`src/rtl/result_writer_if.sv`:
```
// Bundles the capture inputs, result RAM write port and frame status
// of the result writer into one interface.
interface result_writer_if #(
    parameter int W  = 18,
    parameter int AW = 4
);
    logic          start;
    logic          cap_en;
    logic [W-1:0]  mu1;
    logic [W-1:0]  mu2;
    logic [W-1:0]  mu3;
    logic [W-1:0]  mu4;
    logic          ram_we;
    logic [AW-1:0] ram_addr;
    logic [W-1:0]  ram_wdata;
    logic          busy;
    logic          frame_done;
    logic          overrun;
    logic [W-1:0]  max_val;
    logic [AW-1:0] max_idx;

    modport master (
        output start, cap_en, mu1, mu2, mu3, mu4,
        input  ram_we, ram_addr, ram_wdata, busy, frame_done, overrun,
               max_val, max_idx
    );

    modport slave (
        input  start, cap_en, mu1, mu2, mu3, mu4,
        output ram_we, ram_addr, ram_wdata, busy, frame_done, overrun,
               max_val, max_idx
    );
endinterface

```
`src/rtl/result_writer.sv`:
```
// Serialises four captured column results into the result RAM, one word
// per cycle, tracking the frame maximum and flagging dropped captures.
module result_writer #(
    parameter int W  = 18,
    parameter int AW = 4
) (
    input  logic            clk,
    input  logic            rst,
    result_writer_if.slave  bus
);
    typedef enum logic [1:0] {IDLE, DRAIN, DONE} state_t;

    localparam logic [AW-1:0] LAST_ADDR = '1;

    state_t        state;
    logic [W-1:0]  hold [4];
    logic [1:0]    sub;
    logic [AW-1:0] wr_ptr;
    logic          first_wr;

    always_ff @(posedge clk) begin
        if (!rst) begin
            state          <= IDLE;
            wr_ptr         <= '0;
            sub            <= '0;
            first_wr       <= 1'b1;
            for (int i = 0; i < 4; i++) hold[i] <= '0;
            bus.ram_we     <= 1'b0;
            bus.ram_addr   <= '0;
            bus.ram_wdata  <= '0;
            bus.busy       <= 1'b0;
            bus.frame_done <= 1'b0;
            bus.overrun    <= 1'b0;
            bus.max_val    <= '0;
            bus.max_idx    <= '0;
        end else if (bus.start) begin
            // Abort any drain; ram_addr/ram_wdata keep their last values.
            state          <= IDLE;
            wr_ptr         <= '0;
            sub            <= '0;
            first_wr       <= 1'b1;
            bus.ram_we     <= 1'b0;
            bus.busy       <= 1'b0;
            bus.frame_done <= 1'b0;
            bus.overrun    <= 1'b0;
            bus.max_val    <= '0;
            bus.max_idx    <= '0;
        end else begin
            // Strict greater-than keeps the earlier index on ties.
            if (bus.ram_we) begin
                first_wr <= 1'b0;
                if (first_wr || (bus.ram_wdata > bus.max_val)) begin
                    bus.max_val <= bus.ram_wdata;
                    bus.max_idx <= bus.ram_addr;
                end
            end

            bus.frame_done <= 1'b0;

            case (state)
                IDLE: begin
                    if (bus.cap_en) begin
                        hold[0]       <= bus.mu1;
                        hold[1]       <= bus.mu2;
                        hold[2]       <= bus.mu3;
                        hold[3]       <= bus.mu4;
                        sub           <= 2'd0;
                        state         <= DRAIN;
                        bus.busy      <= 1'b1;
                        bus.ram_we    <= 1'b1;
                        bus.ram_wdata <= bus.mu1;
                        bus.ram_addr  <= wr_ptr;
                    end
                end

                DRAIN: begin
                    if (bus.cap_en) bus.overrun <= 1'b1;
                    sub    <= sub + 2'd1;
                    wr_ptr <= wr_ptr + AW'(1);
                    if (sub == 2'd3) begin
                        bus.ram_we <= 1'b0;
                        if (wr_ptr == LAST_ADDR) begin
                            state          <= DONE;
                            bus.frame_done <= 1'b1;
                        end else begin
                            state    <= IDLE;
                            bus.busy <= 1'b0;
                        end
                    end else begin
                        bus.ram_wdata <= hold[sub + 2'd1];
                        bus.ram_addr  <= wr_ptr + AW'(1);
                    end
                end

                DONE: begin
                    if (bus.cap_en) bus.overrun <= 1'b1;
                end

                default: state <= IDLE;
            endcase
        end
    end
endmodule

```
`src/flat_wrapper.sv`:
```
// flat-port wrapper written by rule: the top's interface ports become plain ports
module result_writer_flat 
#(
    parameter int W  = 18,
    parameter int AW = 4
)
  (clk, rst, bus_start, bus_cap_en, bus_mu1, bus_mu2, bus_mu3, bus_mu4, bus_ram_we, bus_ram_addr, bus_ram_wdata, bus_busy, bus_frame_done, bus_overrun, bus_max_val, bus_max_idx);
  result_writer_if #(.W(W), .AW(AW)) bus_i ();
  input  logic clk;
  input  logic rst;
  input wire logic [$bits(bus_i.start)-1:0] bus_start;
  input wire logic [$bits(bus_i.cap_en)-1:0] bus_cap_en;
  input wire logic [$bits(bus_i.mu1)-1:0] bus_mu1;
  input wire logic [$bits(bus_i.mu2)-1:0] bus_mu2;
  input wire logic [$bits(bus_i.mu3)-1:0] bus_mu3;
  input wire logic [$bits(bus_i.mu4)-1:0] bus_mu4;
  output wire logic [$bits(bus_i.ram_we)-1:0] bus_ram_we;
  output wire logic [$bits(bus_i.ram_addr)-1:0] bus_ram_addr;
  output wire logic [$bits(bus_i.ram_wdata)-1:0] bus_ram_wdata;
  output wire logic [$bits(bus_i.busy)-1:0] bus_busy;
  output wire logic [$bits(bus_i.frame_done)-1:0] bus_frame_done;
  output wire logic [$bits(bus_i.overrun)-1:0] bus_overrun;
  output wire logic [$bits(bus_i.max_val)-1:0] bus_max_val;
  output wire logic [$bits(bus_i.max_idx)-1:0] bus_max_idx;
  assign bus_i.start = bus_start;
  assign bus_i.cap_en = bus_cap_en;
  assign bus_i.mu1 = bus_mu1;
  assign bus_i.mu2 = bus_mu2;
  assign bus_i.mu3 = bus_mu3;
  assign bus_i.mu4 = bus_mu4;
  assign bus_ram_we = bus_i.ram_we;
  assign bus_ram_addr = bus_i.ram_addr;
  assign bus_ram_wdata = bus_i.ram_wdata;
  assign bus_busy = bus_i.busy;
  assign bus_frame_done = bus_i.frame_done;
  assign bus_overrun = bus_i.overrun;
  assign bus_max_val = bus_i.max_val;
  assign bus_max_idx = bus_i.max_idx;
  result_writer #(.W(W), .AW(AW)) u_core (.clk(clk), .rst(rst), .bus(bus_i));
endmodule
```
`config.mk`:
```
export PLATFORM = sky130hd
export DESIGN_NAME = result_writer_flat
export DESIGN_NICKNAME = d
export VERILOG_FILES = /design/src/rtl/result_writer_if.sv /design/src/rtl/result_writer.sv /design/src/flat_wrapper.sv
export SDC_FILE = /design/constraint.sdc
export NUM_CORES = 1
export LEC_CHECK = 0
export ABC_CLOCK_PERIOD_IN_PS = 9100
export BUFFER_PORTS_ARGS = -buffer_cell sky130_fd_sc_hd__buf_2
export CAP_MARGIN = 10
export CORE_ASPECT_RATIO = 0.75
export CORE_UTILIZATION = 55
export DETAILED_ROUTE_END_ITERATION = 8
export MAX_ROUTING_LAYER = met4
export PLACE_DENSITY_LB_ADDON = 0.1
export SYNTH_ARGS = -nofsm -noshare
export SYNTH_HDL_FRONTEND = slang
export SYNTH_SLANG_ARGS = --single-unit
export TNS_END_PERCENT = 10
```
`constraint.sdc`:
```
create_clock -name clk -period 9.1 [get_ports clk]
set_input_delay 0.455 -clock clk [delete_from_list [all_inputs] [get_ports clk]]
set_output_delay 0.455 -clock clk [all_outputs]
set_load 0.01 [all_outputs]
```
==> Word level (Yosys, flattened, before mapping) <==
Memories as Yosys holds them, arrays and structs flattened.
Index checks and enable logic that the tools add are counted.
{ "totals": {"regBits": 57, "mem_bits_rw": 72, "in_bits": 76, "out_inout_bits": 48, "n_memories": 1} }
{ "op_classes": {"addsub": 2, "magnitude_cmp": 1, "eq_ne": 8, "mux": 29, "n_bitwise": 9, "reduce_logical": 13} }
{ "mem_list": {"columns": ["memory", "depth", "word_bits", "rd", "rd_ports_with_merged_regs", "wr", "line", "source"], "rows": [
  ["u_core.hold", 4, 18, 1, 0, 4, "result_writer.sv:16", "logic [W-1:0] hold [4];"]
]} }
{ "op_table": {"columns": ["op", "n"], "rows": [
  ["2-to-1 mux 18 bit", 6],
  ["case mux 18 bit (2 select lines)", 1],
  ["greater-than comparator 18 bit", 1],
  ["2-to-1 mux 1 bit", 11],
  ["2-to-1 mux 2 bit", 4],
  ["2-to-1 mux 4 bit", 2],
  ["case mux 4 bit (2 select lines)", 1],
  ["AND reduction 4 bit", 2],
  ["inequality test 2 bit (second input constant)", 3],
  ["case mux 2 bit (3 select lines)", 1],
  ["AND reduction 2 bit", 3],
  ["AND reduction 3 bit", 2],
  ["NOT 1 bit", 5],
  ["adder 4 x 1 -> 4 bit (second input constant)", 1],
  ["equality test 2 bit (second input constant)", 2],
  ["equality test 4 bit (second input constant)", 1],
  ["bitwise OR 1 bit", 4],
  ["case mux 1 bit (2 select lines)", 2],
  ["case mux 2 bit (2 select lines)", 1],
  ["OR reduction 2 bit", 2],
  ["OR reduction 4 bit", 1],
  ["adder 2 x 1 -> 2 bit (second input constant)", 1],
  ["equality test 2 x 1 -> 1 bit (second input constant)", 1],
  ["logical NOT 2 bit", 1],
  ["3 further kinds", 3]
]} }

==> Logic depth before layout (Yosys ltp) <==
{ "logic_depth": {"depth_word": 6, "depth_mapped": 8, "ltp_nobuf": 7} }

==> Least setup slack after synthesis <==
No wires, ideal clock.
{ "synth_timing": {"path_type": "register to register", "from": "reg u_core.state[0]", "to": "mem u_core.hold[0][0], enable pin", "setup_time_ns": 0.602, "arrival_time_ns": 5.739, "required_ns": 8.498, "setup_slack_ns": 2.759, "path_stages_with_launch": 5, "n_path_buf": 0, "period_less_slack_ns": 6.341, "path_cell_list": "dfxtp_1 inv_1 ha_1 nand2_1 o21ai_0"} }
{ "synth_lines": {"columns": ["element", "line", "source"], "rows": [
  ["from (decl)", "result_writer.sv:15", "state_t state;"],
  ["from (signal assigned)", "result_writer.sv:23", "state <= IDLE;"],
  ["from (signal assigned)", "result_writer.sv:38", "state <= IDLE;"],
  ["from (signal assigned)", "result_writer.sv:68", "state <= DRAIN;"],
  ["to (decl)", "result_writer.sv:16", null]
]} }

==> Final worst setup path <==
{ "layout_timing": {"from": "reg u_core.state[1]", "to": "reg u_core.bus.ram_wdata[9]"} }
{ "layout_via": {"elab_chain_cells": 3, "elab_cells_between_ends": 7, "classes_between": "3 x eq/ne; 1 x mux; 3 x reduce/logical"} }
{ "layout_lines": {"columns": ["element", "line", "source"], "rows": [
  ["equality test 2 x 1 -> 1 bit or logical NOT 2 bit (tied branches)", "result_writer.sv:60", "case (state)"],
  ["inequality test 2 bit (no line) or nonzero test 2 bit (tied branches)", null, null],
  ["AND reduction 4 bit (no line)", null, null],
  ["to (signal assigned)", "result_writer.sv:71", "bus.ram_wdata <= bus.mu1;"],
  ["to (signal assigned)", "result_writer.sv:90", "bus.ram_wdata <= hold[sub + 2'd1];"],
  ["to (decl)", "result_writer_if.sv:30", "output ram_we, ram_addr, ram_wdata, busy, frame_done, overrun,"]
]} }
Several ways; a longest one is shown, not always the timed one.
A chain may end at the register's enable or synchronous reset.

==> summary.md <==
| Metric | Value |
|---|---|
| Critical Path RT | `9.39 ns` |
| Max_cap viols | `0` |
| Routed Antenna Nets | `0` |
| Post-layout min period | `2.888 ns` |
| Routed wire length | `12.41 mm` |
| Post-CTS setup buffer count | `0` |
| Fin area | `7353 um2` |
| Total GRT Usage | `24.34%` |
| First-pass GRT wire length | `20.09 mm` |
| Total grt overflow | `0` |
| R2R Setup Slk | `6.21 ns` |
| Clock skew | `0.01220 ns` |
| DP HPWL | `8.456 mm` |
| CTS Sinks | `129` |
| RSZ-0062 raised after global routing | `false` |
| F_max | `346.3 MHz` |
| WHS | `0.3165 ns` |
| Nets | `714` |
| CTS tree | `built` |
| Port Buffers | `123` |
| Cell variety after synth | `35` |
| Period utilization | `31.73%` |
| R2r startpoint | `u_core.state[1]` |
| Status | `finished clean` |
| Dpl cells | `731` |
| Commonest non-fill, non-tap cell in the layout | `buf_2` |
| H-tree lvl count | `4` |
| VDD IR max | `164.7 uV` |
| Gpl congestion | `0.7736` |
| Slew @ Worst Pin | `0.9195 ns` |
| CTS-repair resized insts | `0` |
| Non-Filler Instances | `764` |
| Cts bufs inserted | `17` |
| 1st-iter DRT viols | `282` |
| Critical Path Fanout Max | `30` |
| Worst-path clk slew | `0.06 ns` |
| Post-CTS Hold Buffers | `0` |
| Crit Reg-Reg Endpoint | `u_core.bus.ram_wdata[9]` |
| Syn_nets | `595` |
| Area of the multi-input gates | `2517 um2` |
| WL per Instance | `16.25 um` |
| Register Area | `3303 um2` |
| Via Count | `4097` |
| Vias in the first global route | `4113` |
| Slew margin rel. | `38.70%` |
| Sequential area share after synthesis | `54.92%` |
| Most frequent cells in the layout | `buf_2, nand2_1, and2_1` |
| Hold path depth | `2` |
| Depth of the most critical reg-to-reg path | `7` |
| Proportion of layout cells with a drive suffix above 1 | `29.94%` |
| Root buf cell | `clkbuf_16` |
| Ports | `124` |
| Pre-Repair DR Iteration Count | `5` |
| P_leak | `3.184 nW` |
| Power Density | `199.9 nW/um2` |
| Initial antenna violation count | `0` |
| TNS Setup | `0 ns` |
| HP Class | `in2reg` |
| # rows | `32` |
| Syn_area_per_cell | `12.13 um2` |
| Worst Path Arrival | `3.18 ns` |
| Vias per std cell | `5.363` |
| Clock Tree Buf Depth | `2` |
| Synth warn | `0` |
| Die Height | `92.57 um` |
| Inserted Diodes | `0` |
| Final setup viols | `0` |
| Core box area | `10450 um2` |
| Max Slew Vio Count | `0` |
| Synth Register Bits | `129` |
| Slack of the critical path | `6.212 ns` |
| Post-route DRC | `0` |
| Post-place setup slack | `6.275 ns` |
| Fillers | `755` |
| Cells after synthesis | `496` |
| WHS Endpoint | `u_core.hold[2][15]` |
| CP Capture Type | `flip-flop` |
| Initial core utilization | `57.56%` |
| Die area | `11360 um2` |
| Placement Cell Area | `6738 um2` |
| Critical path type | `reg2reg` |
| HP Start | `bus_mu3[15]` |
| Die width | `122.8 um` |
| Mapped cell area | `6015 um2` |
| Area overhead of the layout relative to synthesis | `22.26%` |
| Largest net degree at the start of global routing | `73` |
| Fin. Hold Viols | `0` |
| Clock Latency Late Sink | `0.41 ns` |
| Startpoint Class | `flip-flop` |
==> metrics by stage <==
step | power [W] | utilization (%)
final | 0.001470 | 70.37
after global routing | 0.001520 | 70.37
after global placement | 0.0008110 | 64.48
after floorplan | 0.0007682 | -
after detailed placement | 0.0008168 | 64.48
after CTS | 0.001480 | 70.10
==> flip-flops by register name, summed over array words and instances, names as in the netlist <==
signal	cells
u_core.bus.busy	1
u_core.bus.overrun	1
u_core.sub	2
u_core.hold	72
u_core.bus.ram_addr	4
u_core.bus.frame_done	1
u_core.bus.max_idx	4
u_core.wr_ptr	4
u_core.first_wr	1
u_core.state	2
u_core.bus.ram_we	1
u_core.bus.max_val	18
u_core.bus.ram_wdata	18
==> final cells by class <==
| class | instances | area share, % |
|---|---|---|
| tap | 136 | 2.314 |
| clock buffer | 18 | 5.836 |
| clock inverter | 14 | 2.161 |
| inverter | 25 | 1.276 |
| multi-input combinational | 313 | 34.24 |
| timing repair buffer | 129 | 9.256 |
| sequential | 129 | 44.92 |
==> cell usage after synthesis <==
library cell	n	area [um2]
buf_2	6	30.03
a311o_1	1	10.01
xnor2_1	1	8.760
and4_1	2	17.52
buf_6	2	22.52
o22ai_2	1	12.51
nand2_1	74	277.8
nand4_1	4	25.02
a21boi_0	1	7.510
nor2b_1	1	6.260
a32oi_1	1	8.760
mux4_2	18	405.4
mux2i_1	42	420.4
a2111oi_4	2	55.05
o41ai_2	1	16.27
nand2b_1	3	18.77
inv_1	25	93.84
edfxtp_1	72	2162
nand3_1	1	5.000
o211a_1	22	220.2
o21ai_0	6	30.03
dfxtp_1	57	1141
a211oi_1	3	22.52
nor2_1	14	52.55
a211oi_2	1	12.51
and2_1	74	462.9
nor4_1	1	6.260
ha_1	23	287.8
xor2_1	2	17.52
a21oi_1	11	55.05
clkbuf_1	19	71.32
a221o_1	1	10.01
or2_2	1	6.260
buf_1	2	7.510
a21o_1	1	7.510
==> power breakdown <==
part / internal [W] / switching [W] / leakage, nW
Clock: 0.000406 / 0.000258 / 0.269
Combinational: 0.0000650 / 0.0000764 / 1.68
Sequential: 0.000648 / 0.0000162 / 1.23
==> how the worst max path moves through the flow <==
stage,start,end,slack [ns]
3_3_place_gp,u_core.state[1],u_core.bus.ram_wdata[11],6.40
6_report,u_core.state[1],u_core.bus.ram_wdata[9],6.21
3_5_place_dp,u_core.state[1],u_core.bus.ram_wdata[9],6.27
2_1_floorplan,u_core.state[0],u_core.hold[0][0],2.76
5_1_grt,u_core.state[1],u_core.bus.ram_wdata[5],5.92
4_1_cts,u_core.state[1],u_core.bus.ram_wdata[9],6.21
==> per-layer routing <==
metal / vias to the layer above / track usage [%] / wire length [um]
li1: 1999 / - / -
met1: 1974 / 30.22 / 5603
met2: 116 / 39.28 / 6123
met3: 8 / 6.034 / 600
met4: 0 / 7.419 / 86
met5: - / - / 0
==> kinds of logic after synthesis <==
family | after synthesis | synth area share (%)
xor gates and xnor gates | 3 | 0.4369
muxes | 60 | 13.73
AOI/OAI and AO/OA | 52 | 7.780
and+or+nand+nor | 175 | 14.60
buffers and inverters | 54 | 3.745
DFF | 129 | 54.92
adders and majority gates | 23 | 4.785
==> worst max-delay path, cell delays in order, from the launching register on <==
cell and delay (ns):
dfxtp_1 0.32, inv_1 0.09, ha_2 0.76, o21ai_0 0.39
a211oi_4 0.56, buf_4 0.38, nand2_1 0.11, o211a_1 0.14
Power figures use the tool's default switching activity.
